`src/rtl/led_ctrl_if.sv`:
```
// Configuration bus for led_ctrl: one write port that selects a channel and
// sets that channel's mode and brightness.
interface led_ctrl_if #(
    parameter int IDX_W    = 2,
    parameter int PWM_BITS = 8
);
    // CFG_WE is a one-cycle write strobe with no ready. The slave takes the
    // write on every edge where CFG_WE is high. A write to an index at or
    // beyond NUM_LEDS is dropped and does nothing.
    logic                CFG_WE;
    logic [IDX_W-1:0]    CFG_IDX;
    logic [1:0]          CFG_MODE;
    logic [PWM_BITS-1:0] CFG_LEVEL;

    modport master (output CFG_WE, CFG_IDX, CFG_MODE, CFG_LEVEL);
    modport slave  (input  CFG_WE, CFG_IDX, CFG_MODE, CFG_LEVEL);
endinterface

```
`src/rtl/led_ctrl.sv`:
```
// Board status block: builds SYS_RST from RST_N and a debounced push-button,
// and drives NUM_LEDS status LEDs, each with its own mode and PWM brightness.
module led_ctrl #(
    parameter int                  NUM_LEDS        = 3,
    parameter int                  IDX_W           = 2,
    parameter int                  RST_CYCLES_LOG2 = 25,
    parameter int                  DEBOUNCE_LOG2   = 16,
    parameter int                  PWM_BITS        = 8,
    parameter int                  BLINK_DIV_LOG2  = 23,
    parameter int                  STRETCH_LOG2    = 22,
    parameter logic [NUM_LEDS-1:0] RST_PATTERN     = NUM_LEDS'(3'b101),
    parameter bit                  ACTIVE_LOW      = 1'b0
) (
    input  logic                CLK,
    input  logic                RST_N,
    input  logic                SW_N,
    output logic                SYS_RST,
    led_ctrl_if.slave           cfg,
    input  logic [NUM_LEDS-1:0] ACTIVITY,
    output logic [NUM_LEDS-1:0] LED
);

    typedef enum logic [1:0] {
        MODE_OFF   = 2'd0,
        MODE_ON    = 2'd1,
        MODE_BLINK = 2'd2,
        MODE_ACT   = 2'd3
    } mode_e;

    localparam logic [STRETCH_LOG2:0] STRETCH_LOAD = {1'b1, {STRETCH_LOG2{1'b0}}};

    logic [1:0]                 sync;
    logic                       deb;
    logic [DEBOUNCE_LOG2-1:0]   dcnt;
    logic [RST_CYCLES_LOG2:0]   rcnt;
    logic [PWM_BITS-1:0]        pwm_cnt;
    logic [BLINK_DIV_LOG2-1:0]  blink_cnt;
    mode_e                      mode    [NUM_LEDS];
    logic [PWM_BITS-1:0]        level   [NUM_LEDS];
    logic [STRETCH_LOG2:0]      stretch [NUM_LEDS];
    logic [NUM_LEDS-1:0]        pwm_on;
    logic [NUM_LEDS-1:0]        lit;
    logic [IDX_W-1:0]           cfg_idx;
    logic                       cfg_hit;

    assign cfg_idx = cfg.CFG_IDX;
    assign cfg_hit = cfg.CFG_WE && (32'(cfg_idx) < NUM_LEDS);

    // The button is asynchronous. deb changes only after the synchronised
    // level has differed from deb for a full counter wrap.
    always_ff @(posedge CLK or negedge RST_N) begin
        if (!RST_N) begin
            sync <= 2'b11;
            deb  <= 1'b1;
            dcnt <= '0;
        end else begin
            sync <= {sync[0], SW_N};
            if (sync[1] == deb) begin
                dcnt <= '0;
            end else if (dcnt == '1) begin
                deb  <= sync[1];
                dcnt <= '0;
            end else begin
                dcnt <= dcnt + 1'b1;
            end
        end
    end

    always_ff @(posedge CLK or negedge RST_N) begin
        if (!RST_N) begin
            rcnt <= '0;
        end else if (!deb) begin
            rcnt <= '0;
        end else if (!rcnt[RST_CYCLES_LOG2]) begin
            rcnt <= rcnt + 1'b1;
        end
    end

    assign SYS_RST = ~rcnt[RST_CYCLES_LOG2];

    // A button reset does not clear the config registers. Only RST_N does.
    always_ff @(posedge CLK or negedge RST_N) begin
        if (!RST_N) begin
            for (int i = 0; i < NUM_LEDS; i++) begin
                mode[i]  <= MODE_OFF;
                level[i] <= '1;
            end
        end else if (cfg_hit) begin
            mode[cfg_idx]  <= mode_e'(cfg.CFG_MODE);
            level[cfg_idx] <= cfg.CFG_LEVEL;
        end
    end

    always_ff @(posedge CLK or negedge RST_N) begin
        if (!RST_N) begin
            pwm_cnt   <= '0;
            blink_cnt <= '0;
        end else if (SYS_RST) begin
            pwm_cnt   <= '0;
            blink_cnt <= '0;
        end else begin
            pwm_cnt   <= pwm_cnt + 1'b1;
            blink_cnt <= blink_cnt + 1'b1;
        end
    end

    // A new ACTIVITY pulse reloads the counter, even while it is still counting down.
    always_ff @(posedge CLK or negedge RST_N) begin
        if (!RST_N) begin
            for (int i = 0; i < NUM_LEDS; i++) stretch[i] <= '0;
        end else begin
            for (int i = 0; i < NUM_LEDS; i++) begin
                if (SYS_RST)                 stretch[i] <= '0;
                else if (ACTIVITY[i])        stretch[i] <= STRETCH_LOAD;
                else if (stretch[i] != '0)   stretch[i] <= stretch[i] - 1'b1;
            end
        end
    end

    always_comb begin
        pwm_on = '0;
        lit    = '0;
        for (int i = 0; i < NUM_LEDS; i++) begin
            pwm_on[i] = (level[i] == '1) || (pwm_cnt < level[i]);
            case (mode[i])
                MODE_ON:    lit[i] = pwm_on[i];
                MODE_BLINK: lit[i] = pwm_on[i] & blink_cnt[BLINK_DIV_LOG2-1];
                MODE_ACT:   lit[i] = pwm_on[i] & (stretch[i] != '0);
                default:    lit[i] = 1'b0;
            endcase
        end
    end

    always_ff @(posedge CLK or negedge RST_N) begin
        if (!RST_N) begin
            LED <= RST_PATTERN ^ {NUM_LEDS{ACTIVE_LOW}};
        end else begin
            LED <= (SYS_RST ? RST_PATTERN : lit) ^ {NUM_LEDS{ACTIVE_LOW}};
        end
    end

endmodule

```
`src/flat_wrapper.sv`:
```
// flat-port wrapper written by rule: the top's interface ports become plain ports
module led_ctrl_flat 
#(
    parameter int                  NUM_LEDS        = 3,
    parameter int                  IDX_W           = 2,
    parameter int                  RST_CYCLES_LOG2 = 25,
    parameter int                  DEBOUNCE_LOG2   = 16,
    parameter int                  PWM_BITS        = 8,
    parameter int                  BLINK_DIV_LOG2  = 23,
    parameter int                  STRETCH_LOG2    = 22,
    parameter logic [NUM_LEDS-1:0] RST_PATTERN     = NUM_LEDS'(3'b101),
    parameter bit                  ACTIVE_LOW      = 1'b0
)
  (CLK, RST_N, SW_N, SYS_RST, ACTIVITY, LED, cfg_CFG_WE, cfg_CFG_IDX, cfg_CFG_MODE, cfg_CFG_LEVEL);
  led_ctrl_if #(.IDX_W(IDX_W), .PWM_BITS(PWM_BITS)) cfg_i ();
  input  logic CLK;
  input  logic RST_N;
  input  logic SW_N;
  output logic SYS_RST;
  input  logic [NUM_LEDS-1:0] ACTIVITY;
  output logic [NUM_LEDS-1:0] LED;
  input wire logic [$bits(cfg_i.CFG_WE)-1:0] cfg_CFG_WE;
  input wire logic [$bits(cfg_i.CFG_IDX)-1:0] cfg_CFG_IDX;
  input wire logic [$bits(cfg_i.CFG_MODE)-1:0] cfg_CFG_MODE;
  input wire logic [$bits(cfg_i.CFG_LEVEL)-1:0] cfg_CFG_LEVEL;
  assign cfg_i.CFG_WE = cfg_CFG_WE;
  assign cfg_i.CFG_IDX = cfg_CFG_IDX;
  assign cfg_i.CFG_MODE = cfg_CFG_MODE;
  assign cfg_i.CFG_LEVEL = cfg_CFG_LEVEL;
  led_ctrl #(.NUM_LEDS(NUM_LEDS), .IDX_W(IDX_W), .RST_CYCLES_LOG2(RST_CYCLES_LOG2), .DEBOUNCE_LOG2(DEBOUNCE_LOG2), .PWM_BITS(PWM_BITS), .BLINK_DIV_LOG2(BLINK_DIV_LOG2), .STRETCH_LOG2(STRETCH_LOG2), .RST_PATTERN(RST_PATTERN), .ACTIVE_LOW(ACTIVE_LOW)) u_core (.CLK(CLK), .RST_N(RST_N), .SW_N(SW_N), .SYS_RST(SYS_RST), .cfg(cfg_i), .ACTIVITY(ACTIVITY), .LED(LED));
endmodule
```
`config.mk`:
```
export PLATFORM = sky130hd
export DESIGN_NAME = led_ctrl_flat
export DESIGN_NICKNAME = d
export VERILOG_FILES = /design/src/rtl/led_ctrl_if.sv /design/src/rtl/led_ctrl.sv /design/src/flat_wrapper.sv
export SDC_FILE = /design/constraint.sdc
export NUM_CORES = 1
export LEC_CHECK = 0
export ABC_AREA = 1
export CELL_PAD_IN_SITES_DETAIL_PLACEMENT = 1
export CELL_PAD_IN_SITES_GLOBAL_PLACEMENT = 2
export CORE_AREA = 2 2 177 179
export CTS_BUF_LIST = sky130_fd_sc_hd__clkbuf_4
export CTS_CLUSTER_SIZE = 28
export DETAILED_ROUTE_END_ITERATION = 12
export DIE_AREA = 0 0 179 181
export GPL_TIMING_DRIVEN = 1
export HOLD_SLACK_MARGIN = 0.15
export PLACE_DENSITY_LB_ADDON = 0.1
export REMOVE_ABC_BUFFERS = 1
export SLEW_MARGIN = 20
export SYNTH_ARGS = -nofsm -noshare
export SYNTH_HDL_FRONTEND = slang
export SYNTH_SLANG_ARGS = --single-unit
```
`constraint.sdc`:
```
create_clock -name CLK -period 1.8 [get_ports CLK]
set_clock_uncertainty 0.2 [all_clocks]
set_input_delay 0.27 -clock CLK [delete_from_list [all_inputs] [get_ports CLK]]
set_output_delay 0.27 -clock CLK [all_outputs]
set_load 0.01 [all_outputs]
```
---- Yosys cells after proc, flatten, opt, wreduce, memory -nomap -nowiden ----
Index checks and enable logic that the tools add are counted.
word-level totals
  word-level logic and storage cells ...... 91
  output and inout port bits .............. 4
  register bits after elaboration ......... 178
operators by class
  $lt $le $gt $ge ......................... 6
  add/subtract/negate cells ............... 7
  muxes and demuxes ....................... 25
  reductions and logical operators ........ 9
  bitwise gates (word level) .............. 9
  equal/unequal tests ..................... 18
operator list
  cell                   number
  $mux 23                10
  $reduce_bool 23->1     3
  $sub 23x1->23 const B  3
  $mux 26                2
  $mux 16                2
  $add 26x1->26 const B  1
  $bwmux 24              1
  $eq 8x8->1 const B     3
  $lt 8x8->1             3
  $add 23x1->23 const B  1
  $add 16x1->16 const B  1
  $demux 8 s2            1
  $eq 16x16->1 const B   1
  $mux 8                 2
  $eq 2x2->1 const B     6
  $ne 3x3->1 const B     3
  $pmux 1 s3             3
  $add 8x1->8 const B    1
  $and 1x1->1            6
  $bwmux 6               1
  $eq 2x1->1 const B     3
  $demux 2 s2            1
  $ge 3x3->1 const B     1
  $logic_or 1x1->1       3
  10 further kinds       12

---- Longest topological paths before layout ----
  depth after elaboration ................. 6
  gate-level depth with buffers ........... 11
  gate-level depth less buffers ........... 11

---- Worst setup path after synthesis ----
OpenSTA, ideal clock, no wires.
  path type ............................... register to register
  from .................................... register u_core.stretch[23] (netlist bit)
  to ...................................... register u_core.stretch[42] (netlist bit)
  data required time ...................... 1483 ps
  data arrival time ....................... 1541 ps
  library setup time ...................... 117 ps
  path buffers ............................ 2
  cell stages (with the launch flop) ...... 10
  setup slack ............................. -58 ps
  cells stage by stage .................... dfrtp_1 > inv_1 > ha_1 > nand2_2 > nor2_4 > nand3_4 > buf_6 > buf_6 > a21oi_2 > nor2_1
on the way
  longest elaborated chain between the ends .. 4
  elaborated cells on any way between the ends .. 6
  classes of those cells .................. 1 x add/sub; 1 x eq/ne; 3 x mux; 1 x reduce/logical
ends and longest elaborated chain
  item                               line             source
  from (decl)                        led_ctrl.sv:40   logic [STRETCH_LOG2:0] stretch [NUM_LEDS];
  from (signal, indexed assignment)  led_ctrl.sv:113  if (SYS_RST) stretch[i] <= '0;
  from (signal, indexed assignment)  led_ctrl.sv:114  else if (ACTIVITY[i]) stretch[i] <= STRETCH_LOAD;
  $sub 23x1->23                      led_ctrl.sv:115  else if (stretch[i] != '0) stretch[i] <= stretch[i] - 1'b1;
  $mux 23                            led_ctrl.sv:115
  $mux 23                            led_ctrl.sv:114
  $mux 23                            led_ctrl.sv:113
Parallel ways exist; a longest one is shown, timed or not. The select of a mux whose other input is x is not followed.
A chain may end at the register's enable or synchronous reset.

---- Worst setup path after layout ----
  from .................................... register u_core.stretch[1] (netlist bit)
  to ...................................... register u_core.stretch[11] (netlist bit)
Same word-level chain as after synthesis.

==> metrics.log <==
INFO  metric status = complete, no violations
INFO  metric synthMostInstantiatedCell = sky130_fd_sc_hd__nand2_1
INFO  metric critical_path_arrival = 2.10 ns
INFO  metric critical_path.slowest_cell = sky130_fd_sc_hd__dfrtp_1
INFO  metric crit_chain = inv_2, ha_4, nand2_4, nor2_1, nand3_2, nor3_4, buf_12, nor2_1
INFO  metric critical-path-max-stage-delay = 0.44 ns
INFO  metric power.leakage = 6.65 nW
INFO  metric max-clock-path-buffers = 2
INFO  metric syn-mean-instance-area = 7.16 µm²
INFO  metric maxCapViolations = 0
INFO  metric clock.fmax = 0.559 GHz
INFO  metric total_power = 7.21 mW
INFO  metric area_growth_syn_to_layout = 30.5%
INFO  metric fin_crit_sh = 99.3%
INFO  metric initialDrtViolationCount = 365
INFO  metric timing.reg2reg.setup_slack = 0.01 ns
INFO  metric grt_setup_unrepaired = true
INFO  metric fin_worst_hold_slack = 0.164 ns
INFO  metric post-place-cells = 1,948
INFO  metric root_buffer = sky130_fd_sc_hd__clkbuf_4
INFO  metric max_ir_drop_vdd = 0.000387 V
INFO  metric timing.final.max_slew_violations = 0
INFO  metric critPathCaptureType = flop
INFO  metric maxSlewHeadroom = 74.7%
INFO  metric synth_edf_count = 0
INFO  metric tritoncts.num_buffers = 17
INFO  metric ys_top_cells_by_count = sky130_fd_sc_hd__nand2_1 (372), sky130_fd_sc_hd__nor2_1 (262), sky130_fd_sc_hd__inv_1 (191), sky130_fd_sc_hd__dfrtp_1 (149), sky130_fd_sc_hd__nand3_1 (109)
INFO  metric core = 0.0303 mm²
INFO  metric synth_top_cell_area_share = 36.3%
INFO  metric path_class = reg2reg
INFO  metric cp-start-kind = flop
INFO  metric floorplan.io_pins = 23
INFO  metric whs_path_depth = 0
INFO  metric post_layout_nonfiller_instances = 2,036
INFO  metric dp_hpwl = 22,100 µm
INFO  metric final_hold_viol_count = 0
INFO  metric synthFlopType = sky130_fd_sc_hd__dfrtp_1
INFO  metric cell_area_after_placement = 0.0119 mm²
INFO  metric grt.overflow.total = 0
INFO  metric critical_path_buf_inv_count = 2
INFO  metric worst_hold_path.endpoint = u_core.sync[1]
INFO  metric chip_height = 181 µm
INFO  metric grt_first_pass_wirelength = 50,500 µm
INFO  metric period_minus_slack = 1.79 ns
INFO  metric path_clk_slew = 0.16 ns
INFO  metric detailed_route_wire_length_per_cell = 14.9 µm
INFO  metric initial_core_utilization = 33.9%
INFO  metric setup_viol = 0
INFO  metric post_synth_instance_area = 0.0103 mm²
INFO  metric timing.hold.worst.start = u_core.sync[0]
INFO  metric r2r.worst_path.cells = 8
INFO  metric fp-row-count = 64
INFO  metric worst-path-max-fanout = 8
INFO  metric async_set_or_reset_flop_fraction_in_the_synthesized_netlist = 100%
INFO  metric worst_path_setup_slack_after_routing = 0.0118 ns
INFO  metric dpl_worst_slack = -0.0693 ns
INFO  metric detailedRoute.firstPassIterationCount = 4
INFO  metric die_area = 0.0324 mm²
INFO  metric drtAntennaViolNets = 0
INFO  metric post_synth_main_area_contributors = sky130_fd_sc_hd__dfrtp_1 (36%), sky130_fd_sc_hd__nand2_1 (14%), sky130_fd_sc_hd__nor2_1 (9.6%)
INFO  metric max_slew.worst_pin.slew = 0.376 ns
INFO  metric post_synthesis_instance_total = 1,435
INFO  metric postLayoutCellArea = 0.0134 mm²
INFO  metric antenna_found_initial = 1
INFO  metric crit_top_cell = sky130_fd_sc_hd__nor2_1
INFO  metric place.port_buffers = 22
INFO  metric num_vias = 9,721
INFO  metric maximum_number_of_pins_on_one_net_before_global_route_repair = 54
INFO  metric reg2reg_to = u_core.stretch[11]
INFO  metric ys_seq_area_share = 43.7%
INFO  metric post-synth-top-area-cell = sky130_fd_sc_hd__dfrtp_1
INFO  metric via_density_per_instance = 4.77
INFO  metric place.gp.congestion = 0.790
INFO  metric critical_path.reg2reg.startpoint = u_core.stretch[1]
INFO  metric dieWidth = 179 µm
INFO  metric grt_util_all_layers = 19.6%
INFO  metric yosys.cell_types.count = 40
INFO  metric endpoint_required_time_on_the_critical_path = 2.12 ns
INFO  metric layout.nets = 1,675
INFO  metric layout-drive-gt1-share = 26.2%
INFO  metric power_density = 538 mW/mm²
INFO  metric layout.filler_cells = 3,759
INFO  metric ctsHtreeMaxLevel = 4
INFO  metric synth.ff_latch_count = 178
INFO  metric clk_lat_worst_skew = 0.63 ns
INFO  metric cts.sink_count = 178
INFO  metric first_global_vias = 10,115
INFO  metric drt_drc_violations_left = 0
INFO  metric cts_tree = done
INFO  metric min_path_type = reg2reg
INFO  metric crit_family = simple AND/OR/NAND/NOR gates
INFO  metric yosys_warnings = 0
INFO  metric drt-total-wl = 30,400 µm
==> per-stage QoR <==
stage                     TNS [ns]  util, %
final                            0     44.2
after global routing         -2.18     44.2
after CTS                  -0.0885     41.3
after detailed placement    -0.670     39.1
after global placement      -0.398     39.1
after floorplan             -44.43        -
==> sequential cells by signal, indices dropped and copies added, names as in the netlist <==
name / flops
u_core.dcnt: 16
u_core.sync: 2
u_core.stretch: 69
u_core.deb: 1
u_core.rcnt: 26
u_core.mode: 6
u_core.LED: 3
u_core.pwm_cnt: 8
u_core.level: 24
u_core.blink_cnt: 23
==> worst reg2reg max path, stage by stage, from the launching register on <==
cell	delay (ns)
sky130_fd_sc_hd__dfrtp_1	0.44
sky130_fd_sc_hd__inv_2	0.13
sky130_fd_sc_hd__ha_4	0.17
sky130_fd_sc_hd__nand2_4	0.06
sky130_fd_sc_hd__nor2_1	0.15
sky130_fd_sc_hd__nand3_2	0.16
sky130_fd_sc_hd__nor3_4	0.19
sky130_fd_sc_hd__buf_12	0.15
sky130_fd_sc_hd__nor2_1	0.05
==> what timing repair did <==
item                                    in CTS  in global routing
pin swaps                                   10                 46
hold endpoints to repair                   210                  0
endpoints found under the setup margin      44                 91
resized for setup                           60                179
cloned                                       2                  3
setup buffers                               10                 25
hold buffers                                15                  0
==> power by group <==
part	leakage (nW)	internal [mW]	switching [mW]
Combinational	4.14	0.230	0.347
Clock	0.149	0.750	1.62
Sequential	2.36	4.18	0.0831
Total	6.65	5.16	2.05
==> area by class of cell <==
type / instances / area (µm²) / area share [%]
repair buffers: 192 / 1740 / 13.0
clock buffers: 18 / 135 / 1.01
multi-input cells: 1040 / 5650 / 42.1
clock inverters: 14 / 143 / 1.06
flip-flops and latches: 178 / 4500 / 33.6
inverters: 197 / 744 / 5.55
diodes: 1 / 2.50 / 0.0187
well taps: 396 / 495 / 3.70
==> cells by family after synthesis <==
| family | after synthesis | share of synthesized area (%) |
|---|---|---|
| and+or+nand+nor | 847 | 35.6 |
| DFF | 178 | 43.7 |
| buffers and inverters | 220 | 8.37 |
| adders and majority gates | 30 | 3.65 |
| xor gates and xnor gates | 18 | 1.53 |
| AOI/OAI and AO/OA | 142 | 7.18 |
==> layer usage <==
layer / share of wire [%] / global-route usage (%)
met5: 0 / 0
met4: 1.0 / 4.46
met3: 1.4 / 2.71
met2: 49 / 33.2
met1: 48 / 26.3
==> how the worst max path moves through the flow <==
stage	start	endpoint	slack [ns]	cells past startpoint
6_report	u_core.stretch[1]	u_core.stretch[11]	0.01	8
5_1_grt	u_core.stretch[0]	u_core.stretch[8]	-0.10	8
4_1_cts	u_core.rcnt[25]	SYS_RST	-0.07	2
3_5_place_dp	u_core.stretch[0]	u_core.stretch[17]	-0.07	8
3_3_place_gp	ACTIVITY[1]	u_core.stretch[27]	-0.04	5
2_1_floorplan	u_core.rcnt[25]	u_core.stretch[45]	-0.92	7
==> cells in the final DEF, fill, tap and decap left out, types with 6 or more instances in the layout <==
cell and n:
sky130_fd_sc_hd__inv_1 181, sky130_fd_sc_hd__inv_2 12, sky130_fd_sc_hd__o21ai_0 65, sky130_fd_sc_hd__inv_6 7
sky130_fd_sc_hd__nand2_2 29, sky130_fd_sc_hd__nand3_4 9, sky130_fd_sc_hd__dlygate4sd3_1 14, sky130_fd_sc_hd__nand4_1 35
sky130_fd_sc_hd__nand3_1 94, sky130_fd_sc_hd__xnor2_1 7, sky130_fd_sc_hd__clkbuf_4 18, sky130_fd_sc_hd__buf_6 13
sky130_fd_sc_hd__nor2_1 191, sky130_fd_sc_hd__nor2_2 63, sky130_fd_sc_hd__xor2_1 11, sky130_fd_sc_hd__nor3_2 10
sky130_fd_sc_hd__clkdlybuf4s50_1 17, sky130_fd_sc_hd__buf_4 133, sky130_fd_sc_hd__dfstp_2 29, sky130_fd_sc_hd__nand3_2 16
sky130_fd_sc_hd__dfrtp_1 143, sky130_fd_sc_hd__nand2_4 7, sky130_fd_sc_hd__nor3_1 16, sky130_fd_sc_hd__nand2_1 337
sky130_fd_sc_hd__ha_1 22, sky130_fd_sc_hd__nor2_4 28, sky130_fd_sc_hd__dfrtp_2 6, sky130_fd_sc_hd__buf_12 10
sky130_fd_sc_hd__a21oi_2 11, sky130_fd_sc_hd__a21oi_1 58
Note: power is estimated with default switching activity, not from simulation.
